[src/rtl/rng_sampler.sv]
// ============================================================================
// rng_sampler
//
// Turns the free-running 32-bit LFSR state into uniformly distributed samples
// in [0, range_i) using mask-and-reject sampling. Accepted samples are queued
// in a small first-word-fall-through FIFO that drains over valid/ready.
//
// Optional build macro:
//   RNG_SAMPLER_WHITEN_EN - XOR-fold the top WIDTH bits of the LFSR state onto
//                           the low WIDTH bits before masking.
//
// Parameters:
//   WIDTH  sample width in bits (2..16)
//   DEPTH  FIFO entries (power of two, 2..16)
//   CNT_W  width of the saturating rejection counter
//
// Ports:
//   clk_i          system clock, all state on rising edge
//   reset_i        asynchronous active-high reset
//   enable_i       sampling enable; low = no new samples taken
//   lfsr_state_i   LFSR state, new value every cycle
//   range_i        exclusive upper bound; 0 = full 2^WIDTH range
//   sample_o       FIFO head sample (0 while empty)
//   sample_valid_o FIFO non-empty
//   sample_ready_i consumer accepts head when valid & ready
//   fifo_level_o   current FIFO occupancy
//   reject_cnt_o   saturating count of rejected candidates
// ============================================================================
module rng_sampler #(
    parameter int WIDTH = 8,
    parameter int DEPTH = 4,
    parameter int CNT_W = 16
) (
    input  logic                     clk_i,
    input  logic                     reset_i,
    input  logic                     enable_i,
    input  logic [31:0]              lfsr_state_i,
    input  logic [WIDTH-1:0]         range_i,
    output logic [WIDTH-1:0]         sample_o,
    output logic                     sample_valid_o,
    input  logic                     sample_ready_i,
    output logic [$clog2(DEPTH):0]   fifo_level_o,
    output logic [CNT_W-1:0]         reject_cnt_o
);

    localparam int AW = $clog2(DEPTH);
    localparam int LW = AW + 1;

    typedef enum logic [1:0] {
        ST_IDLE  = 2'd0,
        ST_RUN   = 2'd1,
        ST_FLUSH = 2'd2
    } state_t;

    state_t             state_reg, state_next;
    logic [WIDTH-1:0]   range_q_reg;
    logic               range_load;

    logic [WIDTH-1:0]   fifo_mem [DEPTH];
    logic [AW-1:0]      wr_ptr_reg, rd_ptr_reg;
    logic [LW-1:0]      level_reg;
    logic [CNT_W-1:0]   reject_cnt_reg;

    logic [WIDTH-1:0]   range_m1;
    logic [WIDTH-1:0]   mask;
    logic [WIDTH-1:0]   cand_raw;
    logic [WIDTH-1:0]   cand;
    logic               accept;
    logic               range_changed;
    logic               take;
    logic               fifo_full, fifo_empty;
    logic               push, pop, fifo_clear, reject_inc;
    logic               unused_lfsr;

    // ------------------------------------------------------------------------
    // Mask: all ones from the MSB of (range_q - 1) downward, bit 0 always set.
    // range_q = 0 wraps range_m1 to all ones, giving the full-width mask, and
    // range_q = 1 gives mask 1, so both corner cases fall out of one formula.
    // ------------------------------------------------------------------------
    assign range_m1 = range_q_reg - WIDTH'(1);

    genvar gi;
    generate
        for (gi = 0; gi < WIDTH; gi++) begin : g_mask
            if (gi == 0) begin : g_lsb
                assign mask[gi] = 1'b1;
            end else begin : g_upper
                assign mask[gi] = |range_m1[WIDTH-1:gi];
            end
        end
    endgenerate

`ifdef RNG_SAMPLER_WHITEN_EN
    assign cand_raw = lfsr_state_i[WIDTH-1:0] ^ lfsr_state_i[31:32-WIDTH];
`else
    assign cand_raw = lfsr_state_i[WIDTH-1:0];
`endif

    // Not every LFSR bit feeds the candidate; fold them so nothing dangles.
    assign unused_lfsr = ^lfsr_state_i;

    assign cand   = cand_raw & mask;
    // With range_q = 1 the compare reduces to cand == 0.
    assign accept = (range_q_reg == '0) || (cand < range_q_reg);

    assign range_changed = (range_i != range_q_reg);

    // A candidate is only judged in RUN while enabled and while the range is
    // stable; a range change turns the cycle into the entry to FLUSH instead.
    assign take = (state_reg == ST_RUN) && enable_i && !range_changed;

    assign fifo_full  = (level_reg == LW'(DEPTH));
    assign fifo_empty = (level_reg == '0);

    // Clear on the edge entering FLUSH so the FLUSH cycle itself already shows
    // an empty FIFO (and any pop request there has nothing to take).
    assign fifo_clear = ((state_reg == ST_RUN) && enable_i && range_changed) ||
                        (state_reg == ST_FLUSH);

    assign pop        = !fifo_empty && sample_ready_i && (state_reg != ST_FLUSH);
    assign push       = take && accept && (!fifo_full || pop);
    // Accepted-but-dropped samples (full FIFO, no pop) are not rejects.
    assign reject_inc = take && !accept;

    // ------------------------------------------------------------------------
    // FSM
    // ------------------------------------------------------------------------
    always_comb begin
        state_next = state_reg;
        range_load = 1'b0;
        case (state_reg)
            ST_IDLE: begin
                if (enable_i) begin
                    state_next = ST_RUN;
                    range_load = 1'b1;
                end
            end
            ST_RUN: begin
                if (!enable_i) begin
                    state_next = ST_IDLE;
                end else if (range_changed) begin
                    state_next = ST_FLUSH;
                end
            end
            ST_FLUSH: begin
                range_load = 1'b1;
                state_next = enable_i ? ST_RUN : ST_IDLE;
            end
            default: begin
                state_next = ST_IDLE;
            end
        endcase
    end

    always_ff @(posedge clk_i or posedge reset_i) begin
        if (reset_i) begin
            state_reg   <= ST_IDLE;
            range_q_reg <= '0;
        end else begin
            state_reg <= state_next;
            if (range_load) begin
                range_q_reg <= range_i;
            end
        end
    end

    // ------------------------------------------------------------------------
    // FIFO storage: plain array, written on push, read combinationally at the
    // head for first-word-fall-through behaviour.
    // ------------------------------------------------------------------------
    always_ff @(posedge clk_i) begin
        if (push) begin
            fifo_mem[wr_ptr_reg] <= cand;
        end
    end

    always_ff @(posedge clk_i or posedge reset_i) begin
        if (reset_i) begin
            wr_ptr_reg <= '0;
            rd_ptr_reg <= '0;
            level_reg  <= '0;
        end else if (fifo_clear) begin
            wr_ptr_reg <= '0;
            rd_ptr_reg <= '0;
            level_reg  <= '0;
        end else begin
            // Pointers are AW bits wide, so they wrap modulo DEPTH naturally.
            if (push) begin
                wr_ptr_reg <= wr_ptr_reg + AW'(1);
            end
            if (pop) begin
                rd_ptr_reg <= rd_ptr_reg + AW'(1);
            end
            case ({push, pop})
                2'b10:   level_reg <= level_reg + LW'(1);
                2'b01:   level_reg <= level_reg - LW'(1);
                default: level_reg <= level_reg;
            endcase
        end
    end

    // ------------------------------------------------------------------------
    // Saturating rejection counter; survives FLUSH and IDLE.
    // ------------------------------------------------------------------------
    always_ff @(posedge clk_i or posedge reset_i) begin
        if (reset_i) begin
            reject_cnt_reg <= '0;
        end else if (reject_inc && (reject_cnt_reg != '1)) begin
            reject_cnt_reg <= reject_cnt_reg + CNT_W'(1);
        end
    end

    assign sample_o       = fifo_empty ? '0 : fifo_mem[rd_ptr_reg];
    assign sample_valid_o = !fifo_empty;
    assign fifo_level_o   = level_reg;
    assign reject_cnt_o   = reject_cnt_reg;

endmodule

[config.mk]
export PLATFORM = sky130hd
export DESIGN_NAME = rng_sampler
export DESIGN_NICKNAME = d
export VERILOG_FILES = /design/src/rtl/rng_sampler.sv
export SDC_FILE = /design/constraint.sdc
export NUM_CORES = 1
export LEC_CHECK = 0
export CORE_UTILIZATION = 45
export DETAILED_ROUTE_END_ITERATION = 10
export PLACE_DENSITY = 0.76
export SLEW_MARGIN = 20
export SYNTH_ARGS = -nofsm -noshare
export SYNTH_HDL_FRONTEND = slang
export SYNTH_SLANG_ARGS = --single-unit
[constraint.sdc]
create_clock -name clk_i -period 4.3 [get_ports clk_i]
set_input_delay 0.43 -clock clk_i [delete_from_list [all_inputs] [get_ports clk_i]]
set_output_delay 0.43 -clock clk_i [all_outputs]
set_load 0.01 [all_outputs]
==> impl_metrics.py <==
metrics = {
    "floorplanning": {
        "die-area_sq_mm": 0.00790,
        "fp.dieH_microns": 88.9,
        "pin_count": 72,
        "initial_utilization_pct": 46.6,
        "die_w_microns": 88.9,
        "core_sq_mm": 0.00729,
        "fp-row-count": 31,
    },
    "worst_setup_path": {
        "cp.required_ns": 4.56,
        "cp_max_fo": 7,
        "path_buf_inv": 2,
        "crit_family": "simple AND/OR/NAND/NOR gates",
        "critPathLaunchType": "flip-flop",
        "path_class": "reg -> reg",
        "cp.arrival_ns": 4.29,
        "cp-end-kind": "flip-flop",
        "worst_path_max_delay_cell": "dfrtp_2",
        "cp_slowest_stage_delay_ns": 0.49,
        "crit_chain": "nor4_4 -> a21oi_1 -> a211oi_1 -> o21ai_1 -> nand2_1 -> nor4b_4 -> a21boi_2 -> ha_1 -> a2111oi_4 -> nor4_4 -> buf_4 -> nor3_4 -> nand2b_1 -> fa_1 -> inv_1 -> nor3_1 -> mux2i_1 -> or2_0 -> a21oi_1",
    },
    "sta": {
        "worst_slack_ns": 0.261,
        "finalSetupViolations": 0,
        "fin_worst_skew_ns": 0.00991,
        "fin_tns_setup_ns": 0,
        "maxSlewViolCount": 0,
        "fmax_mhz": 248,
        "relSlewSlack_pct": 49.0,
        "rsz0062_at_grt": "no",
        "post-route-period-util_pct": 93.9,
        "final.min_clock_period_ns": 4.04,
        "final_hold_viol_count": 0,
        "tightest_slew_ns": 0.763,
    },
    "placement": {
        "pre_cts_ws_ns": 0.145,
        "gp_congestion": 0.839,
        "placed_cells_incl_taps": 417,
        "dpl.hpwl_microns": 4500,
        "port_buffers": 47,
        "place_area_sq_mm": 0.00400,
    },
    "grt": {
        "overflow": 0,
        "grt_usage_pct": 18.2,
        "antenna_found_initial": 0,
        "grt_pass1_vias": 2257,
        "grt_max_degree": 34,
        "grt_pass1_wl_microns": 10500,
    },
    "cells_and_area": {
        "largest_reg_flops": 32,
        "design_area_sq_mm": 0.00427,
        "finalNonFillerCells": 436,
        "utilization_pct": 58.6,
        "nNetsFinal": 391,
        "n_fill_cell": 618,
        "antennaDiodeCount": 0,
        "drive_above_1_share_pct": 16.0,
        "areaGrowthSynthToFinish_pct": 25.7,
    },
    "power_and_ir_drop": {
        "seq_power_share_pct": 39.8,
        "p_int_uw": 1370,
        "combPwrFrac_pct": 31.3,
        "p_leak_uw": 0.00164,
        "switching_share_pct": 29.8,
        "irDropWorstVdd_mv": 0.197,
        "p_per_area_mw_per_mm2": 457,
        "switchingPower_uw": 582,
        "p_clk_share_pct": 29.0,
    },
    "logic_synthesis": {
        "synth_top_family_by_area": "simple AND/OR/NAND/NOR gates",
        "synth_seq_cells": 65,
        "syn-instance-count": 271,
        "synth_cell_type_count": 46,
        "synth_flop_cell": "dfrtp_1",
        "synth_xor_area_share_pct": 7.73,
        "synth_edf_count": 32,
        "synthMuxAreaShare_pct": 9.46,
        "syn_nets": 330,
        "ys_seq_area_share_pct": 52.6,
        "yosys.area_share.adder_pct": 5.74,
        "postSynth.asyncResetShare_pct": 50.8,
        "yosysWarnings": 0,
        "synth_area_sq_mm": 0.00340,
        "yosys.area_share.simple_pct": 16.1,
        "synth_compound_area_share_pct": 5.41,
        "avgSynthCellArea_sq_um": 12.5,
    },
    "route": {
        "drtIter0Drc": 159,
        "drc_errors": 0,
        "vias": 2258,
        "dr.pass1.iters": 4,
        "ant_nets": 0,
        "viasPerCell": 5.18,
        "totalWireLength_microns": 6500,
        "wl_per_cell_microns": 14.9,
    },
    "clock_network": {
        "cts.hold.buffers_added": 0,
        "cts_max_level": 3,
        "root_buffer": "clkbuf_8",
        "clk_latency_ns": 0.34,
        "max-clock-path-buffers": 2,
        "cts_buffers": 9,
        "clock-sinks": 65,
        "cts.clk_slew.worst_paths_ns": 0.07,
        "cts_tree": "built",
    },
    "job": {
        "maxCapViolations": 0,
    },
    "run_status": {
        "outcome": "finished, final reports clean",
    },
    "worst_hold_path": {
        "hp-class": "in -> async",
    },
}
## per-stage QoR
| step | hold slack (ns) | total power [uW] |
|---|---|---|
| 2_1_floorplan | 0.452 | 1150 |
| 4_1_cts | 0.479 | 1950 |
| 6_report | 0.473 | 1950 |
| 3_3_place_gp | 0.477 | 1360 |
| 3_5_place_dp | 0.485 | 1390 |
| 5_1_grt | 0.513 | 2070 |
## layout make-up
| type | instances | area, sq um | area share, % |
|---|---|---|---|
| flip-flops and latches | 65 | 1790 | 41.9 |
| multi-input cells | 183 | 1540 | 36.1 |
| repair buffers | 55 | 531 | 12.4 |
| clock buffers | 14 | 184 | 4.31 |
| well taps | 99 | 124 | 2.90 |
| inverters | 18 | 67.6 | 1.58 |
| clock inverters | 2 | 35.0 | 0.820 |
## power by group through the flow
stage          Clock [uW]  Sequential [uW]  Combinational (uW)
5_1_grt               602              786                 677
3_3_place_gp            0              784                 577
3_5_place_dp            0              786                 599
2_1_floorplan           0              740                 407
6_report              565              776                 610
4_1_cts               574              773                 605
## worst paths after layout
check / start / end / slack (ns) / cells after the start
worst max-delay path: range_q_reg[4] / fifo_level_o[2] / 0.26 / 19
worst min-delay path: reset_i / range_q_reg[3] / 0.47 / 3
worst max register to register: range_q_reg[4] / fifo_level_o[2] / 0.26 / 19
worst min register to register: state_reg[0] / state_reg[0] / 0.50 / 1
max in group asynchronous: reset_i / rd_ptr_reg[1] / 3.51 / 3
min in group clk_i: state_reg[0] / state_reg[0] / 0.50 / 1
## kinds of logic (layout without fill, tap and decap cells)
| group | after synthesis | count (layout) |
|---|---|---|
| AOI/OAI and AO/OA | 22 | 22 |
| xor gates and xnor gates | 30 | 30 |
| adders and majority gates | 15 | 15 |
| buffers and inverters | 23 | 89 |
| DFF | 65 | 65 |
| muxes | 21 | 21 |
| and+or+nand+nor | 95 | 95 |
## cell usage after synthesis (all sizes together) (2+ instances only)
master / n / area share [%]
mux2i: 4 / 1.2
a21oi: 6 / 0.88
edfxtp: 32 / 28
xnor2: 24 / 6.2
nand3: 8 / 1.2
nand4: 9 / 1.7
a21boi: 3 / 0.66
nor2b: 12 / 2.2
and3: 6 / 1.1
dfrtp: 33 / 24
mux2: 9 / 3.0
nor4b: 2 / 0.52
or2: 2 / 0.37
mux4: 8 / 5.3
xor2: 6 / 1.5
nor2: 23 / 2.5
inv: 18 / 2.0
ha: 14 / 5.2
nand2b: 3 / 0.55
buf: 4 / 0.92
nor4: 3 / 1.4
nor3: 9 / 1.8
a31oi: 2 / 0.81
a211oi: 2 / 0.44
nand2: 13 / 1.4
o21ai: 3 / 0.44
and2: 2 / 0.37
## placed cells by master (no fill, tap or decap), types with 3 or more instances in the layout
cell type        count
clkbuf_8            11
nor2b_1             12
buf_4                8
nor3_1               7
and3_1               6
nand2b_1             3
xor2_1               6
mux2_2               9
clkdlybuf4s50_1     47
ha_1                14
dfrtp_1             32
edfxtp_1            32
inv_1               17
xnor2_1             24
nand4_1              9
a21oi_1              6
nor2_1              22
nand3_1              8
mux2i_1              4
nand2_1             13
mux4_2               8
o21ai_1              3
## per-layer routing
layer  wire (microns)  GRT usage, %
met5                0             0
met4               61          7.18
met3              260          5.63
met2             3200          28.5
met1             2980          23.9
## what timing repair did
item                       in CTS  in global routing
gates resized for setup         0                  6
setup endpoints to repair       0                 35
buffers inserted                0                  3
## tightest hold or removal path, stage by stage
cell	delay, ns
clkdlybuf4s50_1	0.39
inv_1	0.05
buf_4	0.37
Note: power is estimated with default switching activity, not from simulation.
